**config.mk**
```make
export PLATFORM = sky130hd
export DESIGN_NAME = wave_capture
export DESIGN_NICKNAME = d
export VERILOG_FILES = /design/src/rtl/wave_capture_pkg.sv /design/src/rtl/wave_capture_zero_cross_detect.sv /design/src/rtl/wave_capture.sv
export SDC_FILE = /design/constraint.sdc
export NUM_CORES = 1
export LEC_CHECK = 0
export ABC_AREA = 1
export CORE_ASPECT_RATIO = 1.25
export CORE_MARGIN = 1.5
export CORE_UTILIZATION = 41
export CTS_CLUSTER_SIZE = 30
export DETAILED_ROUTE_END_ITERATION = 12
export PLACE_DENSITY = 0.7
export SYNTH_ARGS = -nofsm -noshare
export SYNTH_HDL_FRONTEND = slang
export SYNTH_SLANG_ARGS = --single-unit
export TNS_END_PERCENT = 5
```
**constraint.sdc**
```tcl
create_clock -name clk -period 1.2 [get_ports clk]
set_clock_uncertainty 0.1 [all_clocks]
set_input_delay 0.24 -clock clk [delete_from_list [all_inputs] [get_ports clk]]
set_output_delay 0.24 -clock clk [all_outputs]
set_load 0.02 [all_outputs]
```
**src/rtl/wave_capture_pkg.sv**
```systemverilog
// ============================================================================
// Module      : wave_capture_pkg
// Description : Shared types, widths and sample conversion for wave_capture.
// Revision    : 1.0 - initial release
// ============================================================================
`default_nettype none

package wave_capture_pkg;

    localparam int SAMPLE_W = 16;
    localparam int DISP_W   = 8;

    typedef enum logic [1:0] {
        ARMED  = 2'd0,
        ACTIVE = 2'd1,
        WAIT   = 2'd2
    } cap_state_t;

    // Signed-to-offset conversion of the sample's top byte: flipping the sign
    // bit maps -full-scale to 0, zero to mid-scale and +full-scale to all-ones.
    function automatic logic [DISP_W-1:0] to_offset(input logic [DISP_W-1:0] top_byte);
        return {~top_byte[DISP_W-1], top_byte[DISP_W-2:0]};
    endfunction

endpackage

`default_nettype wire

```
**src/rtl/wave_capture_zero_cross_detect.sv**
```systemverilog
// ============================================================================
// Module      : zero_cross_detect
// Description : Remembers the previous accepted sample and pulses trigger on a
//               negative-to-non-negative transition of the sample stream.
// Revision    : 1.0 - initial release
// ============================================================================
`default_nettype none

module zero_cross_detect
    import wave_capture_pkg::*;
(
    input  logic                clk,
    input  logic                reset,
    input  logic                sample_valid,
    input  logic [SAMPLE_W-1:0] sample_in,
    output logic                trigger
);

    logic [SAMPLE_W-1:0] prev_sample;
    logic                unused_prev_bits;

    // Track the last accepted sample regardless of capture state.
    always_ff @(posedge clk or negedge reset) begin
        if (!reset) begin
            prev_sample <= '0;
        end else if (sample_valid) begin
            prev_sample <= sample_in;
        end
    end

    // Only the sign history matters for crossing detection.
    assign trigger          = sample_valid && prev_sample[SAMPLE_W-1] && !sample_in[SAMPLE_W-1];
    assign unused_prev_bits = ^prev_sample[SAMPLE_W-2:0];

endmodule

`default_nettype wire

```
**src/rtl/wave_capture.sv**
```systemverilog
// ============================================================================
// Module      : wave_capture
// Description : Arms on a positive-going zero crossing, captures one frame of
//               2^DEPTH_LOG2 offset-binary samples into the hidden half of a
//               double-buffered RAM, then flips read_index when the display
//               goes idle.
//               Optional build macro WAVE_CAPTURE_DECIM_EN: store only one of
//               every DECIM_FACTOR samples while capturing.
// Revision    : 1.0 - initial release
// ============================================================================
`default_nettype none

module wave_capture
    import wave_capture_pkg::*;
#(
    parameter int DEPTH_LOG2   = 8,
    parameter int DECIM_FACTOR = 2
) (
    input  logic                  clk,
    input  logic                  reset,
    input  logic                  new_sample_ready,
    input  logic [SAMPLE_W-1:0]   new_sample_in,
    input  logic                  wave_display_idle,
    output logic [DEPTH_LOG2:0]   write_address,
    output logic                  write_enable,
    output logic [DISP_W-1:0]     write_sample,
    output logic                  read_index
);

    localparam logic [DEPTH_LOG2-1:0] LAST_INDEX = '1;

    cap_state_t            state;
    cap_state_t            next_state;
    logic [DEPTH_LOG2-1:0] index;
    logic                  trigger;
    logic                  store;
    logic                  keep;
    logic                  flip;

    generate
        if (DECIM_FACTOR < 2) begin : g_decim_check
            $error("wave_capture: DECIM_FACTOR must be >= 2");
        end
    endgenerate

    zero_cross_detect u_zero_cross_detect (
        .clk          (clk),
        .reset        (reset),
        .sample_valid (new_sample_ready),
        .sample_in    (new_sample_in),
        .trigger      (trigger)
    );

`ifdef WAVE_CAPTURE_DECIM_EN
    localparam int CNT_W = $clog2(DECIM_FACTOR);
    localparam logic [CNT_W-1:0] CNT_LAST = CNT_W'(DECIM_FACTOR - 1);

    logic [CNT_W-1:0] decim_cnt;

    // Decimation phase: restarts with each new frame, advances per strobe in ACTIVE.
    always_ff @(posedge clk or negedge reset) begin
        if (!reset) begin
            decim_cnt <= '0;
        end else if (state == ARMED && trigger) begin
            decim_cnt <= '0;
        end else if (state == ACTIVE && new_sample_ready) begin
            decim_cnt <= (decim_cnt == CNT_LAST) ? '0 : decim_cnt + 1'b1;
        end
    end

    assign keep = (decim_cnt == '0);
`else
    assign keep = 1'b1;
`endif

    // Capture state register.
    always_ff @(posedge clk or negedge reset) begin
        if (!reset) begin
            state <= ARMED;
        end else begin
            state <= next_state;
        end
    end

    // Next-state decode plus store/flip strobes.
    always_comb begin
        next_state = state;
        store      = 1'b0;
        flip       = 1'b0;
        case (state)
            ARMED: begin
                if (trigger) begin
                    next_state = ACTIVE;
                end
            end
            ACTIVE: begin
                if (new_sample_ready && keep) begin
                    store = 1'b1;
                    if (index == LAST_INDEX) begin
                        next_state = WAIT;
                    end
                end
            end
            WAIT: begin
                if (wave_display_idle) begin
                    flip       = 1'b1;
                    next_state = ARMED;
                end
            end
            default: next_state = ARMED;
        endcase
    end

    // Frame write index; wraps to zero naturally after the last store.
    always_ff @(posedge clk or negedge reset) begin
        if (!reset) begin
            index <= '0;
        end else if (state == ARMED && trigger) begin
            index <= '0;
        end else if (store) begin
            index <= index + 1'b1;
        end
    end

    // Registered RAM write port, one cycle behind the accepted strobe.
    always_ff @(posedge clk or negedge reset) begin
        if (!reset) begin
            write_enable  <= 1'b0;
            write_address <= '0;
            write_sample  <= '0;
        end else begin
            write_enable <= store;
            if (store) begin
                write_address <= {~read_index, index};
                write_sample  <= to_offset(new_sample_in[SAMPLE_W-1 -: DISP_W]);
            end
        end
    end

    // Buffer swap happens only when leaving WAIT, never mid-frame.
    always_ff @(posedge clk or negedge reset) begin
        if (!reset) begin
            read_index <= 1'b0;
        end else if (flip) begin
            read_index <= ~read_index;
        end
    end

endmodule

`default_nettype wire

```
==> out/qor.csv <==
metric,value,unit
netlist_area,1330,um^2
drive_gt1_share,36.5,%
setup_violations,24,
setup_slack,-0.0689,ns
worst-setup-path-type,flip-flop to flip-flop,
fp.dieH,66.6,um
clockRootBuffer,clkbuf_4,
critPathRequiredTime,1.32,ns
ys_seq_area_share,56.7,%
hold_violations,0,
drtIter0Drc,13,
slew_headroom,80.9,%
power.density,1810,nW/um^2
fmax,788,MHz
synth_common_cells,"56 x nand2_1, 30 x dfrtp_1, 15 x nor2_1",
slew_violations,0,
hold_path_class,input port to async pin,
firstDrtPassIters,4,
end_kind,flip-flop,
startpoint_type,flip-flop,
clkTransAtPathRegs,0.09,ns
switching_share,36.8,%
die_w,53.8,um
arrival,1.39,ns
gp_congestion,0.730,
cts.path.max_buffers,2,
period_share,106,%
dieArea,3580,um^2
diodes,0,
port_buffers,30,
worst-path-buf-inv,0,
ys.flop_type,dfrtp_1,
max_stage_delay,0.41,ns
max_cap_violations,0,
critPathMostFrequentCell,nand2_1,
initial_utilization,44.2,%
overflow,0,
seq_power_share,42.0,%
cts_made_buffers,5,
grt_max_degree,31,
vias,1148,
synth_seq_cells,30,
fp-row-count,22,
cp_cell_sequence,"ha_4, nand3_2, nor2_4, nand2_1, nand2_1, nor2_1",
area_growth_syn_to_layout,46.6,%
routed_wl,2.84,mm
drc_errors,0,
synth_top_cell_area_share,56.7,%
wl_per_cell,11.5,um
hpwlAfterDp,1.96,mm
viasPerCell,4.65,
p_comb_share,40.4,%
synth_fp_nets,170,
grt_pass1_wl,4.83,mm
multi_input_area,563,um^2
postSynthCellCount,149,
grt_pass1_vias,1111,
seq_area,752,um^2
nets,231,
synth.distinct_cells,19,
clkPwrFrac,17.6,%
core,3000,um^2
holdWs,0.166,ns
grt_usage,19.0,%
synth_most_common_cell,nand2_1,
ir_drop,1.20,mV
cp_top_family,simple AND/OR/NAND/NOR gates,
status,finished with violations,
rsz0062_at_grt,yes,
clock-sinks,30,
tightestPinTransition,0.286,ns
synth_warnings,0,
synthArstFlopShare,100,%
crit_path_max_fanout,3,
crit_slowest_cell,dfrtp_1,
synthTopCellsByArea,"dfrtp_1 57%, nand2_1 16%, nor2_1 4.2%, o21ai_2 4.0%, buf_6 3.4%",
final_util,64.7,%
finalCriticalPeriod,1.27,ns
holdBufCountCts,0,
yosys.area.top_type,dfrtp_1,
io_pins,39,
htreeDepth,2,
leakage,0.00103,uW
avgSynthCellArea,8.89,um^2
antenna_found_initial,0,
clock_latency,0.33,ns
antenna_left,0,
cts_tree,done,
failed_checks,negative setup slack,
synth-edff-count,0,
post-place-ws,-0.426,ns
fillers,264,
p_int,2220,uW
p_sw,1290,uW
[cell usage in the layout, fill, tap and decap left out, drive strengths merged]
cell type / netlist / layout
clkdlybuf4s50: 0 / 10
nor3: 2 / 2
buf: 5 / 48
nand2: 56 / 56
clkbuf: 0 / 7
dfrtp: 30 / 30
nand3b: 2 / 2
dlygate4sd2: 0 / 1
inv: 11 / 11
clkinv: 0 / 1
nand3: 8 / 8
nor2: 15 / 15
nand4: 3 / 3
o21ai: 11 / 11
a21oi: 4 / 4
ha: 1 / 1
xnor2: 1 / 1
[cell type report]
class,instances,area share (%)
clock buffers,7,2.84
clock inverters,1,0.258
inverters,11,2.13
multi-input cells,103,29.0
flip-flops and latches,30,38.7
well taps,36,2.32
repair buffers,59,24.7
[per-stage QoR]
| stage | std cells | cell area, um^2 | power [uW] | setup TNS (ns) |
|---|---|---|---|---|
| 6_report | 247 | 1940 | 3510 | -0.395 |
| 4_1_cts | 243 | 1830 | 3390 | -0.445 |
| 3_3_place_gp | 235 | 1820 | 2810 | -9.88 |
| 5_1_grt | 247 | 1940 | 3760 | -2.74 |
| 2_1_floorplan | 149 | 1330 | 2140 | 0 |
| 3_5_place_dp | 235 | 1820 | 2840 | -10.63 |
[routing by layer]
layer	wire, um	share of wire, %	track usage, %
met2	1380	49	32.9
met3	163	5.7	6.05
met1	1240	44	20.7
met4	53	1.9	7.69
met5	0	0	0
[flip-flops by register name, indices dropped and copies added (netlist names)]
| name | count |
|---|---|
| write_address | 9 |
| u_zero_cross_detect.prev_sample | 1 |
| state | 2 |
| index | 8 |
| read_index | 1 |
| write_sample | 8 |
| write_enable | 1 |
[power groups by stage]
| stage | registers, uW | clock network [uW] | logic [uW] |
|---|---|---|---|
| after floorplan | 1640 | 0 | 500 |
| after CTS | 1460 | 641 | 1290 |
| after global placement | 1460 | 0 | 1350 |
| after global routing | 1510 | 684 | 1570 |
| final | 1470 | 618 | 1420 |
| after detailed placement | 1470 | 0 | 1380 |
[logic make-up after synthesis]
kind of cell | synth area share, %
flops | 56.7
fa+ha+maj | 0.944
simple gates | 27.3
buf+inv | 7.08
xor+xnor | 0.661
compound gates | 7.37
[repair_timing]
item / 4_1_cts / 5_1_grt
pin swaps: 3 / 8
setup endpoints to repair: 29 / 40
gates resized for setup: 91 / 16
buffers inserted: 0 / 4
cloned: 0 / 0
[path summary, 6_finish.rpt]
kind | cells after the start | slack, ns | start | endpoint
min in group clk | 3 | 0.35 | new_sample_in[13] | write_sample[5]
max | 6 | -0.07 | index[0] | index[6]
max in group asynchronous | 2 | 0.66 | reset | state[0]
max reg2reg | 6 | -0.07 | index[0] | index[6]
min reg2reg | 2 | 0.38 | write_sample[4] | write_sample[4]
min | 2 | 0.17 | reset | write_enable
No activity file was read; power rests on OpenSTA's default activity.
